### config.mk
export PLATFORM = sky130hd
export DESIGN_NAME = mdu_unit
export DESIGN_NICKNAME = d
export VERILOG_FILES = /design/src/rtl/mdu_pkg.sv /design/src/rtl/mdu_divider.sv /design/src/rtl/mdu_unit.sv
export SDC_FILE = /design/constraint.sdc
export NUM_CORES = 2
export LEC_CHECK = 0
export ABC_AREA = 1
export CORE_MARGIN = 3
export CORE_UTILIZATION = 29
export CTS_CLUSTER_SIZE = 10
export DETAILED_ROUTE_END_ITERATION = 8
export PLACE_DENSITY = 0.41
export SYNTH_ARGS = -nofsm -noshare
export SYNTH_HDL_FRONTEND = slang
export SYNTH_SLANG_ARGS = --single-unit
export TNS_END_PERCENT = 30
### constraint.sdc
create_clock -name clk -period 28.1 [get_ports clk]
set_input_delay 8.43 -clock clk [delete_from_list [all_inputs] [get_ports clk]]
set_output_delay 8.43 -clock clk [all_outputs]
set_load 0.03 [all_outputs]
### src/rtl/mdu_pkg.sv
// Shared definitions for the MIPS32 multiply/divide unit: Funct codes,
// FSM state encoding and the HI/LO-group decode helper.
package mdu_pkg;

  localparam int unsigned FUNCT_W = 6;
  localparam int unsigned STATE_W = 2;

  localparam logic [FUNCT_W-1:0] FN_MFHI  = 6'b010000;
  localparam logic [FUNCT_W-1:0] FN_MTHI  = 6'b010001;
  localparam logic [FUNCT_W-1:0] FN_MFLO  = 6'b010010;
  localparam logic [FUNCT_W-1:0] FN_MTLO  = 6'b010011;
  localparam logic [FUNCT_W-1:0] FN_MULT  = 6'b011000;
  localparam logic [FUNCT_W-1:0] FN_MULTU = 6'b011001;
  localparam logic [FUNCT_W-1:0] FN_DIV   = 6'b011010;
  localparam logic [FUNCT_W-1:0] FN_DIVU  = 6'b011011;

  localparam logic [STATE_W-1:0] S_IDLE = 2'd0;
  localparam logic [STATE_W-1:0] S_MUL  = 2'd1;
  localparam logic [STATE_W-1:0] S_DIV  = 2'd2;
  localparam logic [STATE_W-1:0] S_FIX  = 2'd3;

  // True for the eight HI/LO-group functions (0100xx and 0110xx).
  function automatic logic is_mdu_op(input logic [FUNCT_W-1:0] funct);
    return (funct[5:2] == 4'b0100) || (funct[5:2] == 4'b0110);
  endfunction

endpackage

### src/rtl/mdu_divider.sv
// Iterative restoring divider on unsigned magnitudes, one quotient bit per cycle.
// done_c is high during the cycle whose closing edge retires the last bit.
module mdu_divider #(
  parameter int unsigned WIDTH = 32
) (
  input  logic             clk,
  input  logic             reset,
  input  logic             start_i,
  input  logic             abort_i,
  input  logic [WIDTH-1:0] dividend_i,
  input  logic [WIDTH-1:0] divisor_i,
  output logic             done_c,
  output logic [WIDTH-1:0] quotient_o,
  output logic [WIDTH-1:0] remainder_o
);

  localparam int unsigned CNT_W = $clog2(WIDTH);

  logic             active_q, active_d;
  logic [CNT_W-1:0] cnt_q, cnt_d;
  logic [WIDTH-1:0] quo_q, quo_d;
  logic [WIDTH-1:0] rem_q, rem_d;
  logic [WIDTH-1:0] dvs_q, dvs_d;
  logic [WIDTH:0]   shifted;
  logic [WIDTH-1:0] trial;
  logic             fits;

  assign done_c      = active_q && (cnt_q == CNT_W'(WIDTH - 1));
  assign quotient_o  = quo_q;
  assign remainder_o = rem_q;

  // One restoring step: shift the next dividend bit in, subtract if it fits.
  always_comb begin
    shifted  = {rem_q, quo_q[WIDTH-1]};
    trial    = WIDTH'(shifted - {1'b0, dvs_q});
    fits     = (shifted >= {1'b0, dvs_q});
    active_d = active_q;
    cnt_d    = cnt_q;
    quo_d    = quo_q;
    rem_d    = rem_q;
    dvs_d    = dvs_q;
    if (start_i) begin
      active_d = 1'b1;
      cnt_d    = '0;
      quo_d    = dividend_i;
      rem_d    = '0;
      dvs_d    = divisor_i;
    end else if (abort_i) begin
      active_d = 1'b0;
    end else if (active_q) begin
      rem_d = fits ? trial : shifted[WIDTH-1:0];
      quo_d = {quo_q[WIDTH-2:0], fits};
      cnt_d = cnt_q + CNT_W'(1);
      if (done_c) begin
        active_d = 1'b0;
      end
    end
  end

  always_ff @(posedge clk) begin
    if (reset) begin
      active_q <= 1'b0;
      cnt_q    <= '0;
      quo_q    <= '0;
      rem_q    <= '0;
      dvs_q    <= '0;
    end else begin
      active_q <= active_d;
      cnt_q    <= cnt_d;
      quo_q    <= quo_d;
      rem_q    <= rem_d;
      dvs_q    <= dvs_d;
    end
  end

endmodule

### src/rtl/mdu_unit.sv
// EX-stage multiply/divide unit owning HI/LO: pipelined multiplier, iterative
// divider and MFHI/MFLO/MTHI/MTLO. WIDTH even and >= 8, MUL_STAGES in 1..4.
module mdu_unit
  import mdu_pkg::*;
#(
  parameter int unsigned      WIDTH       = 32,
  parameter int unsigned      MUL_STAGES  = 2,
  parameter logic [WIDTH-1:0] DIV_ZERO_LO = '1
) (
  input  logic               clk,
  input  logic               reset,
  input  logic               start,
  input  logic [FUNCT_W-1:0] Funct,
  input  logic               flush,
  input  logic [WIDTH-1:0]   A,
  input  logic [WIDTH-1:0]   B,
  output logic [WIDTH-1:0]   rd_data,
  output logic               busy,
  output logic               stall_req,
  output logic [WIDTH-1:0]   hi,
  output logic [WIDTH-1:0]   lo
);

  localparam int unsigned PROD_W = 2 * WIDTH;

  logic [STATE_W-1:0] state_q, state_d;
  logic [WIDTH-1:0]   hi_q, hi_d;
  logic [WIDTH-1:0]   lo_q, lo_d;
  logic [WIDTH-1:0]   a_q, a_d;
  logic               q_neg_q, q_neg_d;
  logic               r_neg_q, r_neg_d;
  logic               divz_q, divz_d;
  logic               busy_q, busy_d;

  logic               accept;
  logic               op_signed;
  logic               mul_go;
  logic               div_go;

  logic [PROD_W-1:0]  mul_a, mul_b, mul_p;
  logic [PROD_W-1:0]  prod_q [MUL_STAGES];
  logic [MUL_STAGES-1:0] mv_q;

  logic [WIDTH-1:0]   mag_a, mag_b;
  logic               div_done;
  logic [WIDTH-1:0]   div_quo, div_rem;

  assign op_signed = ~Funct[0];
  assign accept    = start & ~flush & (state_q == S_IDLE) & is_mdu_op(Funct);

  // Extending to 2*WIDTH gives the same low 2*WIDTH product bits as WIDTH+1.
  assign mul_a = op_signed ? {{WIDTH{A[WIDTH-1]}}, A} : {{WIDTH{1'b0}}, A};
  assign mul_b = op_signed ? {{WIDTH{B[WIDTH-1]}}, B} : {{WIDTH{1'b0}}, B};
  assign mul_p = mul_a * mul_b;

  assign mag_a = (op_signed & A[WIDTH-1]) ? -A : A;
  assign mag_b = (op_signed & B[WIDTH-1]) ? -B : B;

  // Product register followed by MUL_STAGES-1 retiming stages.
  always_ff @(posedge clk) begin
    if (reset || flush) begin
      mv_q <= '0;
    end else begin
      mv_q[0] <= mul_go;
      for (int i = 1; i < MUL_STAGES; i++) begin
        mv_q[i] <= mv_q[i-1];
      end
    end
  end

  always_ff @(posedge clk) begin
    if (reset) begin
      for (int i = 0; i < MUL_STAGES; i++) begin
        prod_q[i] <= '0;
      end
    end else begin
      if (mul_go) begin
        prod_q[0] <= mul_p;
      end
      for (int i = 1; i < MUL_STAGES; i++) begin
        prod_q[i] <= prod_q[i-1];
      end
    end
  end

  mdu_divider #(
    .WIDTH(WIDTH)
  ) u_divider (
    .clk        (clk),
    .reset      (reset),
    .start_i    (div_go),
    .abort_i    (flush),
    .dividend_i (mag_a),
    .divisor_i  (mag_b),
    .done_c     (div_done),
    .quotient_o (div_quo),
    .remainder_o(div_rem)
  );

  always_comb begin
    state_d = state_q;
    hi_d    = hi_q;
    lo_d    = lo_q;
    a_d     = a_q;
    q_neg_d = q_neg_q;
    r_neg_d = r_neg_q;
    divz_d  = divz_q;
    mul_go  = 1'b0;
    div_go  = 1'b0;
    case (state_q)
      S_IDLE: begin
        if (accept) begin
          case (Funct)
            FN_MTHI: hi_d = A;
            FN_MTLO: lo_d = A;
            FN_MULT, FN_MULTU: begin
              mul_go  = 1'b1;
              state_d = S_MUL;
            end
            FN_DIV, FN_DIVU: begin
              // Zero divisor bypasses the iterations and goes straight to FIX.
              a_d     = A;
              q_neg_d = op_signed & (A[WIDTH-1] ^ B[WIDTH-1]);
              r_neg_d = op_signed & A[WIDTH-1];
              divz_d  = (B == '0);
              div_go  = (B != '0);
              state_d = (B == '0) ? S_FIX : S_DIV;
            end
            default: ;
          endcase
        end
      end
      S_MUL: begin
        if (flush) begin
          state_d = S_IDLE;
        end else if (mv_q[MUL_STAGES-1]) begin
          {hi_d, lo_d} = prod_q[MUL_STAGES-1];
          state_d      = S_IDLE;
        end
      end
      S_DIV: begin
        if (flush) begin
          state_d = S_IDLE;
        end else if (div_done) begin
          state_d = S_FIX;
        end
      end
      S_FIX: begin
        if (flush) begin
          state_d = S_IDLE;
        end else begin
          lo_d    = divz_q ? DIV_ZERO_LO : (q_neg_q ? -div_quo : div_quo);
          hi_d    = divz_q ? a_q : (r_neg_q ? -div_rem : div_rem);
          state_d = S_IDLE;
        end
      end
      default: state_d = S_IDLE;
    endcase
    busy_d = (state_d != S_IDLE);
  end

  always_ff @(posedge clk) begin
    if (reset) begin
      state_q <= S_IDLE;
      hi_q    <= '0;
      lo_q    <= '0;
      a_q     <= '0;
      q_neg_q <= 1'b0;
      r_neg_q <= 1'b0;
      divz_q  <= 1'b0;
      busy_q  <= 1'b0;
    end else begin
      state_q <= state_d;
      hi_q    <= hi_d;
      lo_q    <= lo_d;
      a_q     <= a_d;
      q_neg_q <= q_neg_d;
      r_neg_q <= r_neg_d;
      divz_q  <= divz_d;
      busy_q  <= busy_d;
    end
  end

  // A new HI/LO write can only come from a busy op, so holding on busy suffices.
  assign stall_req = start & busy_q;
  assign busy      = busy_q;
  assign hi        = hi_q;
  assign lo        = lo_q;

  always_comb begin
    case (Funct)
      FN_MFHI: rd_data = hi_q;
      FN_MFLO: rd_data = lo_q;
      default: rd_data = '0;
    endcase
  end

endmodule

* Word-level counts from Yosys, hierarchy flattened
Memory sizes are Yosys's and may differ from the RTL's.
Cells that the tools add are included.
** Storage, ports and cells
- Register bits :: 206
- Memories kept :: 1
- Input bits :: 74
- Logic and storage cells :: 124
- RAM bits :: 128
- Output and inout bits :: 98
** Memories
- prod_q :: words 2, bits a word 64, rd ports 2, clocked after Yosys merged registers in 0, wr ports 2, line mdu_unit.sv:41 : logic [PROD_W-1:0] prod_q [MUL_STAGES];
** Cells by class
- Magnitude comparators :: 1
- Multiply operators :: 1
- Muxes and demuxes :: 51
- Bitwise gates (word level) :: 12
- Equality and inequality tests :: 21
- Reductions and logical operators :: 17
- Add/subtract/negate cells :: 6
** Operator list (number)
- $mux W32 :: 20
- $mux W64 :: 4
- $pmux W32 S3 :: 2
- $neg A32 Y32 :: 4
- $mul A64 B64 Y64 :: 1
- $pmux W32 S2 :: 1
- $eq A6 B5 Y1 const B :: 8
- $ge A33 B32 Y1 :: 1
- $logic_not A32 Y1 :: 1
- $reduce_bool A32 Y1 :: 1
- $sub A32 B32 Y32 :: 1
- $mux W1 :: 17
- $reduce_and A6 Y1 :: 2
- $mux W2 :: 5
- $eq A4 B3 Y1 const B :: 2
- $ne A2 B2 Y1 const B :: 4
- $pmux W2 S4 :: 1
- $and A1 B1 Y1 :: 7
- $ne A2 B1 Y1 const B :: 3
- $reduce_or A2 Y1 :: 3
- $add A5 B1 Y5 const B :: 1
- $eq A5 B5 Y1 const B :: 1
- $eq A2 B2 Y1 const B :: 2
- $pmux W2 S2 :: 1
- 11 further kinds :: 16

* Logic depth before layout (Yosys ltp)
- Depth in word-level cells :: 10
- Gate-level depth with buffers :: 42
- Depth with buffers taken out :: 41

* Modules after synthesis
From an unflattened synthesis, not the netlist that was laid out.
** Second synthesis, totals
- Cells, all modules :: 9014
- Area total of the unflattened synthesis :: 70118.5 um^2
** By module, submodules not included
- mdu_unit :: area each 63288.2 um^2, cells each 7936, times used 1, seq. area each 5925.7 um^2
- mdu_divider :: area each 6830.3 um^2, cells each 1078, times used 1, seq. area each 2042.0 um^2

* Worst setup path after synthesis
Ideal clock, no wire load.
- Kind :: input port to output port
- Start :: in Funct[0]
- End :: out rd_data[10]
- Stages on the path :: 5
- Slack :: 9.941 ns
- Data required time :: 19.670 ns
- Path buffers :: 2
- Arrival time :: 9.729 ns
- Cells stage by stage :: inv_1 -> clkbuf_1 -> nand4_1 -> clkbuf_1 -> o22ai_1
** Between the ends
- Cells in the longest elaborated chain, start to end :: 2
- Elaborated cells between the ends (all ways) :: 3
- Classes of those cells :: eq/ne (2); mux (1)
** Ends and longest elaborated chain
- from (decl) :: line mdu_unit.sv:13 : input logic [FUNCT_W-1:0] Funct,
- $eq A6 B5 Y1 :: line mdu_unit.sv:191 : case (Funct)
- $pmux W32 S2 (*) :: line mdu_unit.sv:191
- to (decl) :: line mdu_unit.sv:17 : output logic [WIDTH-1:0] rd_data,
Mark *: on every way between the ends. The rest lies on a longest branch, timed or not.

* Final worst setup path
- Start :: in Funct[0]
- End :: out rd_data[14]
The elaborated chain is that of the path after synthesis.

==> metrics.txt <==
vias per cell=4.67; Post-Layout Inst Area=75700 µm²; total iterations of the first detailed-routing run=6; setup TNS=0 ns; Final nets=10743; FP Rows=178; Least-Margin Pin Slew=1.22 ns; layout overhead on the synthesized area=9.08%; Yosys cell types=54; Die Y-Extent=495 µm; Initial Utilization=29.3%; fin crit period=19.00 ns; Syn Area/Cell=7.80 µm²; CP Class=in2out; nature of the critical path startpoint=input pin; antenna violations before repair=14; grt ovf=0; CTS Root Cell=clkbuf_16; Cell Count, Final, Fillers Out=12084; Final ANT Viol Nets=0; H-tree Lvls=2; Mapped Area=69400 µm²; largest net degree at the start of global routing=80; final hold vios=0; core area=237000 µm²; CP peak stage delay=0.70 ns; CP dominant cell by count=buf_4; Final Max Slew Viols=0; Worst slew margin=18.3%; HP Class=reg2reg; Tcrit/Tclk final=67.6%; CP Data Required Time=19.67 ns; RSZ-0062 raised after global routing=false; CP endpoint kind=primary output; commonest non-fill, non-tap cell in the layout=inv_1; #FFs+latches synth=334; max cap viols=0; postcts setup bufs=0; arrival time at the worst endpoint=10.57 ns; cells after synthesis=8902; Cells after DPL=12003; CTS Buf Count=44; CP bufs+invs=6; Die X=495 µm; status=completed; CTS Hold Bufs=0; Syn. warnings=0; Post-synth EDFFs=128; # DRC=0; endpoints failing setup=0; fmax=52.6 MHz; CTS tree=yes; # port buffers=171; CP max stage cell=clkdlybuf4s50_1; Avg WL per Cell=23.5 µm; hold_ws=0.414 ns; io pins=172; crit-path cells=buf_2, buf_4, inv_1, buf_4, nand4_1, buf_4, o22ai_1, clkdlybuf4s50_1; Post-Place Cell Area=74300 µm²; Top FF cell, synth=dfxtp_1; crit path max fanout=32; clk sink count=334; sequential area share after synthesis=11.5%; Worst-Skew Late Latency=0.60 ns; number of global-route vias before repair=60385; skew final=0.0251 ns; share of layout cells above drive strength 1=3.39%; cts repair resizes=0; HPWL after detailed placement=234 mm; final WL=284 mm; First DRT Iteration DRCs=4387; Tot GR Track Use=23.3%; Clock Tree Buf Depth=3; wire length of the first global-routing pass=419 mm; clock slew at reported path FFs=0.06 ns; routability cong.=0.962; die area=245000 µm²; commonest non-fill, non-tap cells in the layout=inv_1 (2639), nand2_1 (1826), fa_1 (1413); Vias=56423; delay-heaviest family, CP=buffers and inverters; ys async rst share=0%
## worst reg2reg max path, cell delays in order, from the launching register on
cell	delay, ns
dfxtp_1	0.40
inv_1	0.07
ha_1	0.39
nand3_1	0.13
nand3_1	0.18
nand2_1	0.11
nand3_1	0.22
nand2_1	0.14
nand2_1	0.14
nand3_1	0.11
nand2_1	0.15
nand2_1	0.12
nand2_2	0.46
inv_2	0.72
nand2_1	0.18
nand3_1	0.12
a21oi_1	0.08
## area by class of cell
| type | instances | area (µm²) |
|---|---|---|
| clock inverter | 8 | 80.1 |
| multi-input combinational | 5581 | 50200 |
| fill | 25558 | 161000 |
| antenna | 4 | 10.0 |
| inverter | 2651 | 9950 |
| clock buffer | 69 | 1320 |
| timing repair buffer | 287 | 2280 |
| sequential | 334 | 7970 |
| tap | 3150 | 3940 |
## metrics by stage
stage | worst slack [ns] | utilization, %
floorplan | 9.94 | -
global placement | 8.92 | 31.4
detailed placement | 8.99 | 31.4
CTS | 9.11 | 32.0
global route | 8.99 | 32.0
finish | 9.10 | 32.0
## cell families (layout without fill, tap and decap cells)
| family | after synthesis | in the layout | synth area share (%) |
|---|---|---|---|
| buf+inv | 3050 | 3015 | 16.6 |
| simple gates | 2737 | 2737 | 15.7 |
| compound gates | 894 | 894 | 7.55 |
| flops | 334 | 334 | 11.5 |
| xor+xnor | 116 | 116 | 1.46 |
| fa+ha+maj | 1770 | 1770 | 47.2 |
| other cells | 1 | 68 | 0.00540 |
## metal layers
layer / vias up / part of all wire (%) / track usage, %
met5: - / 0 / 0
met3: 245 / 4.1 / 1.53
met1: 28938 / 46 / 32.5
met2: 1459 / 47 / 39.6
met4: 0 / 2.6 / 5.32
li1: 25781 / - / -
## state kept, by name, summed over array words and instances (netlist names), 2 cells and up
signal and count:
u_divider.cnt_q 5, hi 32, u_divider.dvs_q 32, lo 32
prod_q 128, u_divider.quotient_o 32, u_divider.remainder_o 32, mv_q 2
a_q 32, state_q 2
## final timing paths
path	slack [ns]	depth (start not counted)	start	endpoint
max	9.10	8	Funct[0]	rd_data[14]
min	0.41	2	mv_q[0]$_SDFF_PP0_	mv_q[1]$_SDFF_PP0_
max reg2reg	24.26	16	u_divider.dvs_q[1]$_SDFFE_PP0P_	u_divider.remainder_o[16]$_SDFFE_PP0P_
min reg2reg	0.41	2	mv_q[0]$_SDFF_PP0_	mv_q[1]$_SDFF_PP0_
## cells in the mapped netlist, drive strengths merged, types with 2 or more instances
| master | n | area share, % |
|---|---|---|
| nor4 | 17 | 0.18 |
| a21oi | 309 | 2.2 |
| o31ai | 9 | 0.10 |
| dfxtp | 206 | 5.9 |
| a31oi | 25 | 0.23 |
| nor2 | 566 | 3.1 |
| o21ai | 307 | 2.2 |
| buf | 135 | 0.88 |
| o21bai | 15 | 0.16 |
| nand3 | 223 | 1.6 |
| nand4 | 33 | 0.31 |
| or2 | 12 | 0.11 |
| a221oi | 3 | 0.038 |
| nor3 | 42 | 0.33 |
| xor2 | 80 | 1.0 |
| o221ai | 8 | 0.10 |
| o211ai | 24 | 0.26 |
| nand3b | 6 | 0.065 |
| fa | 1413 | 41 |
| a21o | 18 | 0.19 |
| xnor2 | 36 | 0.45 |
| o22ai | 32 | 0.29 |
| a211oi | 76 | 0.94 |
| nand2 | 1832 | 9.9 |
| clkbuf | 264 | 1.4 |
| a41oi | 29 | 0.37 |
| inv | 2650 | 14 |
| nor3b | 2 | 0.022 |
| ha | 357 | 6.4 |
| edfxtp | 128 | 5.5 |
| o21a | 31 | 0.34 |
| a21boi | 8 | 0.087 |
| and3 | 3 | 0.027 |
Power is left out: the tool's default activity adds up to more than one toggle a clock period on the data nets, which glitch-free logic cannot reach.
